===== src/rtl/fetch_align_if.sv =====
// Fetch front-end bundle: instruction-memory port, redirect input and the
// instruction handshake toward the RVC expander.
interface fetch_align_if;
  logic        imem_req;
  logic [31:0] imem_addr;
  logic        imem_gnt;
  logic        imem_rvalid;
  logic [31:0] imem_rdata;
  logic        redirect_valid;
  logic [31:0] redirect_pc;
  logic        instr_valid;
  logic        instr_ready;
  logic [31:0] instr_raw;
  logic [31:0] instr_pc;

  modport master (
    output imem_req, imem_addr, instr_valid, instr_raw, instr_pc,
    input  imem_gnt, imem_rvalid, imem_rdata, redirect_valid, redirect_pc, instr_ready
  );

  modport slave (
    input  imem_req, imem_addr, instr_valid, instr_raw, instr_pc,
    output imem_gnt, imem_rvalid, imem_rdata, redirect_valid, redirect_pc, instr_ready
  );
endinterface


===== src/rtl/fetch_align.sv =====
// Instruction fetch aligner: word fetches into a halfword FIFO, one whole instruction
// per handshake. Define FETCH_ALIGN_COMPRESSED_EN to accept 16-bit (RVC) parcels.
module fetch_align #(
  parameter logic [31:0] RESET_PC = 32'h0000_0000,
  parameter int unsigned BUF_HW   = 4
) (
  input  logic          clk,
  input  logic          rst_n,
  fetch_align_if.master bus
);

  localparam int unsigned CW = $clog2(BUF_HW + 1);
  localparam int unsigned BW = 16 * BUF_HW;

`ifdef FETCH_ALIGN_COMPRESSED_EN
  localparam logic [31:0] PC_MASK = 32'hFFFF_FFFE;
`else
  localparam logic [31:0] PC_MASK = 32'hFFFF_FFFC;
`endif

  // Parcel FIFO packed into one vector; parcel 0 (the head) sits in [15:0].
  logic [BW-1:0] hw_q;
  logic [BW-1:0] hw_n;
  logic [CW-1:0] count_q;
  logic [CW-1:0] count_n;
  logic [CW-1:0] base;
  logic [31:0]   fetch_addr;
  logic [31:0]   pc_q;
  logic [31:0]   raw_q;
  logic [31:0]   raw_c;
  logic          outstanding;
  logic          drop;
  logic          skip;
  logic          skip_set;
  logic          run;
  logic          is16;
  logic          valid;
  logic          hs;
  logic          grant;
  logic          push_two;
  logic          push_one;
  logic [1:0]    pop;

`ifdef FETCH_ALIGN_COMPRESSED_EN
  assign is16     = (hw_q[1:0] != 2'b11);
  assign skip_set = bus.redirect_pc[1];
`else
  assign is16     = 1'b0;
  assign skip_set = 1'b0;
`endif

  assign valid = ((count_q >= CW'(1)) && is16) || (count_q >= CW'(2));
  assign raw_c = is16 ? {16'h0000, hw_q[15:0]} : hw_q[31:0];

  assign bus.instr_valid = valid;
  assign bus.instr_raw   = valid ? raw_c : raw_q;
  assign bus.instr_pc    = pc_q;
  assign bus.imem_addr   = fetch_addr;
  // run keeps imem_req low during reset and for the first cycle after release.
  assign bus.imem_req    = run && !outstanding && !bus.redirect_valid &&
                           ((32'(count_q) + 32'd2) <= BUF_HW);

  assign grant    = bus.imem_req && bus.imem_gnt;
  assign hs       = valid && bus.instr_ready && !bus.redirect_valid;
  assign push_two = bus.imem_rvalid && !drop && !skip && !bus.redirect_valid;
  assign push_one = bus.imem_rvalid && !drop &&  skip && !bus.redirect_valid;

  // Pop first, then append the response behind whatever survives the pop.
  always_comb begin
    pop = 2'd0;
    if (hs) pop = is16 ? 2'd1 : 2'd2;
    hw_n = hw_q;
    if (pop == 2'd1)      hw_n = hw_q >> 16;
    else if (pop == 2'd2) hw_n = hw_q >> 32;
    base    = count_q - CW'(pop);
    count_n = base;
    for (int unsigned i = 0; i < BUF_HW; i++) begin
      if (push_two && (CW'(i) == base))          hw_n[16*i +: 16] = bus.imem_rdata[15:0];
      if (push_two && (CW'(i) == base + CW'(1))) hw_n[16*i +: 16] = bus.imem_rdata[31:16];
      if (push_one && (CW'(i) == base))          hw_n[16*i +: 16] = bus.imem_rdata[31:16];
    end
    if (push_two)      count_n = base + CW'(2);
    else if (push_one) count_n = base + CW'(1);
  end

  always_ff @(posedge clk or negedge rst_n) begin
    if (!rst_n) begin
      hw_q        <= '0;
      count_q     <= '0;
      fetch_addr  <= RESET_PC;
      pc_q        <= RESET_PC;
      raw_q       <= '0;
      outstanding <= 1'b0;
      drop        <= 1'b0;
      skip        <= 1'b0;
      run         <= 1'b0;
    end else begin
      run <= 1'b1;
      if (valid) raw_q <= raw_c;

      if (grant)                 outstanding <= 1'b1;
      else if (bus.imem_rvalid)  outstanding <= 1'b0;

      if (bus.redirect_valid) begin
        count_q    <= '0;
        pc_q       <= bus.redirect_pc & PC_MASK;
        fetch_addr <= bus.redirect_pc & 32'hFFFF_FFFC;
        skip       <= skip_set;
        // A fetch still in flight will return data for the old path.
        drop       <= outstanding && !bus.imem_rvalid;
      end else begin
        hw_q    <= hw_n;
        count_q <= count_n;
        if (grant) fetch_addr <= fetch_addr + 32'd4;
        if (hs)    pc_q <= pc_q + (is16 ? 32'd2 : 32'd4);
        if (bus.imem_rvalid) begin
          if (drop)      drop <= 1'b0;
          else if (skip) skip <= 1'b0;
        end
      end
    end
  end

endmodule


===== src/flat_wrapper.sv =====
// flat-port wrapper written by rule: the top's interface ports become plain ports
module fetch_align_flat 
#(
  parameter logic [31:0] RESET_PC = 32'h0000_0000,
  parameter int unsigned BUF_HW   = 4
)
  (clk, rst_n, bus_imem_req, bus_imem_addr, bus_instr_valid, bus_instr_raw, bus_instr_pc, bus_imem_gnt, bus_imem_rvalid, bus_imem_rdata, bus_redirect_valid, bus_redirect_pc, bus_instr_ready);
  fetch_align_if bus_i ();
  input  logic clk;
  input  logic rst_n;
  output wire logic [$bits(bus_i.imem_req)-1:0] bus_imem_req;
  output wire logic [$bits(bus_i.imem_addr)-1:0] bus_imem_addr;
  output wire logic [$bits(bus_i.instr_valid)-1:0] bus_instr_valid;
  output wire logic [$bits(bus_i.instr_raw)-1:0] bus_instr_raw;
  output wire logic [$bits(bus_i.instr_pc)-1:0] bus_instr_pc;
  input wire logic [$bits(bus_i.imem_gnt)-1:0] bus_imem_gnt;
  input wire logic [$bits(bus_i.imem_rvalid)-1:0] bus_imem_rvalid;
  input wire logic [$bits(bus_i.imem_rdata)-1:0] bus_imem_rdata;
  input wire logic [$bits(bus_i.redirect_valid)-1:0] bus_redirect_valid;
  input wire logic [$bits(bus_i.redirect_pc)-1:0] bus_redirect_pc;
  input wire logic [$bits(bus_i.instr_ready)-1:0] bus_instr_ready;
  assign bus_imem_req = bus_i.imem_req;
  assign bus_imem_addr = bus_i.imem_addr;
  assign bus_instr_valid = bus_i.instr_valid;
  assign bus_instr_raw = bus_i.instr_raw;
  assign bus_instr_pc = bus_i.instr_pc;
  assign bus_i.imem_gnt = bus_imem_gnt;
  assign bus_i.imem_rvalid = bus_imem_rvalid;
  assign bus_i.imem_rdata = bus_imem_rdata;
  assign bus_i.redirect_valid = bus_redirect_valid;
  assign bus_i.redirect_pc = bus_redirect_pc;
  assign bus_i.instr_ready = bus_instr_ready;
  fetch_align #(.RESET_PC(RESET_PC), .BUF_HW(BUF_HW)) u_core (.clk(clk), .rst_n(rst_n), .bus(bus_i));
endmodule

===== config.mk =====
export PLATFORM = sky130hd
export DESIGN_NAME = fetch_align_flat
export DESIGN_NICKNAME = d
export VERILOG_FILES = /design/src/rtl/fetch_align_if.sv /design/src/rtl/fetch_align.sv /design/src/flat_wrapper.sv
export SDC_FILE = /design/constraint.sdc
export NUM_CORES = 1
export LEC_CHECK = 0
export ABC_AREA = 1
export CAP_MARGIN = 20
export CELL_PAD_IN_SITES_DETAIL_PLACEMENT = 1
export CELL_PAD_IN_SITES_GLOBAL_PLACEMENT = 2
export CORE_MARGIN = 1.5
export CORE_UTILIZATION = 30
export CTS_CLUSTER_SIZE = 10
export DETAILED_ROUTE_END_ITERATION = 6
export GPL_TIMING_DRIVEN = 0
export PLACE_DENSITY_LB_ADDON = 0.25
export SLEW_MARGIN = 5
export SYNTH_ARGS = -nofsm -noshare
export SYNTH_HDL_FRONTEND = slang
export SYNTH_SLANG_ARGS = --single-unit

===== constraint.sdc =====
create_clock -name clk -period 2.7 [get_ports clk]
set_input_delay 0.54 -clock clk [delete_from_list [all_inputs] [get_ports clk]]
set_output_delay 0.54 -clock clk [all_outputs]
set_load 0.02 [all_outputs]

==> metrics.md <==
| Metric | Value |
|---|---|
| Combinational share of power | 29.5% |
| Worst-path clk slew | 0.07 ns |
| EDFF count, synth | 0 |
| F_max | 379 MHz |
| Post-Route WL | 30.9 mm |
| RSZ-0062 raised after global routing | yes |
| #FFs+latches synth | 161 |
| WP data required | 2.16 ns |
| First-pass GRT wire length | 48.2 mm |
| Distinct cells, synth | 40 |
| Max stage delay on crit path | 0.47 ns |
| TritonCTS clock tree | yes |
| Syn avg cell area | 7.79 um2 |
| CP top delay family | buffers and inverters |
| H-tree depth | 4 |
| Area of the multi-input gates | 3570 um2 |
| Hold crit path type | input port to asynchronous set/reset pin |
| Fin nets | 1,335 |
| Sequential cell area | 4030 um2 |
| Synthesized instance count | 1,077 |
| Fraction of registers with async set/reset | 100% |
| Max-slew violation count | 0 |
| First drt pass iteration count | 4 |
| CTS max path bufs | 2 |
| Seq pwr share | 39.4% |
| GR Util All Layers | 22.1% |
| Crit start category | flop |
| Worst Path Arrival | 2.10 ns |
| Die footprint | 29,000 um2 |
| Cells on worst reg2reg path | 13 |
| Initial antenna violation count | 0 |
| Die height | 170 um |
| Ant diodes | 0 |
| Most used DFF post-synth | dfrtp_1 |
| Fin crit period | 2.64 ns |
| Max IR drop VDD | 0.000374 V |
| CP Max Fanout | 10 |
| Wirelength per Cell | 18.7 um |
| CP Depth | 6 |
| Worst path cell trace | nor2_4 > buf_4 > buf_4 > nand2_1 > o21ai_1 > dlygate4sd2_1 |
| Initial drt markers | 401 |
| # rows | 61 |
| Synth warnings | 0 |
| Routed vias | 8,008 |
| Buf/Inv on CP | 3 |
| Critical Path Start | u_core.count_q[2]$_DFF_PN0_ |
| HPWL Detailed | 23.1 mm |
| Vias in the first global route | 8,247 |
| Area Overhead vs Synth | 33.0% |
| Synthesized area | 8390 um2 |
| Critical Setup Path Class | flop to primary output |
| Largest net degree at the start of global routing | 95 |
| Number of fill cells | 3,410 |
| Worst slew pin tran | 0.936 ns |
| Slowest CP cell | dfrtp_2 |
| Remaining DRCs | 0 |
| Power Density | 790 nW/um2 |
| Clk_lat worst skew | 0.44 ns |
| Clock power frac | 31.2% |
| Worst rel slew slack | 37.2% |
| P_int | 0.00566 W |
| Placer congestion estimate | 0.804 |
| Worst Skew | 0.0175 ns |
| Via density | 4.85 |
| Die width | 170 um |
| Worst Setup EP | bus_instr_raw[25] |
| P_sw | 0.00315 W |
| MaxCap Viol Count | 0 |
| Ports | 168 |
| Sw Share | 35.8% |
| Clock buffer count from CTS | 17 |
| Num Clock Sinks | 161 |
| Fin. Hold Viols | 0 |
| Layout cells sized above 1 | 9.11% |
| Crit Reg-Reg Startpoint | u_core.count_q[2]$_DFF_PN0_ |
| Leakage | 5.15 nW |
| Reg-to-reg slack, setup | 0.16 ns |
| Core area | 27,600 um2 |
| PortBufs | 160 |
| Overflow after GRT | 0 |
| Status | complete, no violations |
| Antenna-violating nets left | 0 |
| Final core utilization | 40.4% |
| Most frequent CP cell | buf_4 |
| Clk root buf | clkbuf_16 |
| Hold_buf cts | 0 |
| R2R Path End | u_core.hw_q[1]$_DFFE_PN0P_ |
| Setup Viol. Count Final | 0 |
| Sequential fraction of the synthesis area | 48.0% |
| Period utilization | 97.6% |
| Kind of end point of the critical path | primary output |
| Initial Utilization | 30.4% |
| Final hold slack | 0.151 ns |
## worst min path at each step
| stage | slack, ns | to | from |
|---|---|---|---|
| detailed placement | 0.49 | u_core.raw_q[8]$_DFF_PN0_ | u_core.raw_q[8]$_DFF_PN0_ |
| CTS | 0.18 | u_core.raw_q[16]$_DFF_PN0_ | rst_n |
| finish | 0.15 | u_core.raw_q[16]$_DFF_PN0_ | rst_n |
| global route | 0.21 | u_core.raw_q[17]$_DFF_PN0_ | rst_n |
| floorplan | 0.24 | u_core.bus.imem_addr[10]$_DFFE_PN0N_ | rst_n |
| global placement | 0.48 | u_core.raw_q[26]$_DFF_PN0_ | u_core.raw_q[26]$_DFF_PN0_ |
## state kept, by name (all words and copies together), names as in the netlist
name and cells:
u_core.outstanding 1, u_core.bus.imem_addr 30, u_core.count_q 2, u_core.drop 1
u_core.raw_q 32, u_core.run 1, u_core.bus.instr_pc 30, u_core.hw_q 64
## layer usage
layer	wire, um	track usage [%]	up-vias
met2	14200	35.1	122
met5	0	0	-
met4	312	4.92	0
met1	15500	31.7	3976
li1	-	-	3893
met3	859	3.07	17
## synthesized netlist by cell type, types with 2 or more instances
library cell,number,area share (%)
nand2_1,260,12
dfrtp_1,161,48
nand3_1,147,8.8
inv_1,138,6.2
nor2_1,84,3.8
o21ai_0,81,4.8
a21oi_1,34,2.0
o221ai_1,34,3.5
clkbuf_1,18,0.81
buf_4,11,0.98
o211ai_1,10,0.89
buf_2,9,0.54
nor3_1,9,0.54
buf_6,8,1.1
nand4_1,8,0.60
xor2_1,8,0.83
o21ai_1,7,0.42
buf_1,6,0.27
a31oi_1,4,0.30
ha_1,4,0.60
nor2_4,4,0.54
and2_1,3,0.22
nand3b_1,3,0.27
nor2_2,3,0.22
or2_2,3,0.22
conb_1,2,0.089
inv_4,2,0.15
nand2_2,2,0.15
nand3_2,2,0.24
xnor2_1,2,0.21
## cells in the final DEF, fill, tap and decap left out, types with 11 or more instances in the layout
master,synthesis,layout
nand2_1,260,259
buf_4,11,15
nor2_1,84,84
clkdlybuf4s50_1,0,127
inv_1,138,138
clkbuf_2,0,20
nand3_1,147,146
o221ai_1,34,34
dlygate4sd2_1,0,11
dfrtp_1,161,160
clkbuf_16,0,17
o21ai_0,81,79
a21oi_1,34,34
## cell families after synthesis
family,count (synthesis),synth area share [%]
simple gates,533,27.9
buf+inv,193,10.0
compound gates,174,12.4
flops,161,48.0
xor+xnor,10,1.04
fa+ha+maj,4,0.596
other cells,2,0.0895
## power groups by stage
| stage | Combinational (W) | Sequential, W | Clock [W] |
|---|---|---|---|
| 2_1_floorplan | 0.00138 | 0.00353 | 0 |
| 3_3_place_gp | 0.00271 | 0.00349 | 0 |
| 3_5_place_dp | 0.00277 | 0.00351 | 0 |
| 4_1_cts | 0.00265 | 0.00347 | 0.00280 |
| 5_1_grt | 0.00289 | 0.00356 | 0.00289 |
| 6_report | 0.00260 | 0.00347 | 0.00275 |
## stage by stage
step / setup TNS (ns) / total power [W] / std cells / worst slack (ns) / cell area [um2]
after floorplan: 0 / 0.00491 / 1080 / 0.294 / 8400
after global placement: -1074.66 / 0.00620 / 1618 / -6.30 / 10500
after detailed placement: -69.79 / 0.00628 / 1619 / -1.05 / 10500
after CTS: 0 / 0.00893 / 1651 / 0.00473 / 11200
after global routing: -0.602 / 0.00933 / 1651 / -0.0666 / 11200
final: 0 / 0.00882 / 1651 / 0.0642 / 11200
## repair_timing
| item | CTS | global route |
|---|---|---|
| pin swaps | 1 | 1 |
| setup endpoints to repair | 97 | 72 |
| resized for setup | 67 | 60 |
| setup buffers | 1 | 0 |
## area by class of cell
class	count	share of cell area (%)
Inverter	141	4.81
Multi-Input combinational cell	726	32.0
Clock buffer	17	3.81
Buffer	52	3.30
Sequential cell	161	36.1
Tap cell	378	4.24
Timing Repair Buffer	162	13.9
Clock inverter	14	1.92
Note: power is estimated with default switching activity, not from simulation.
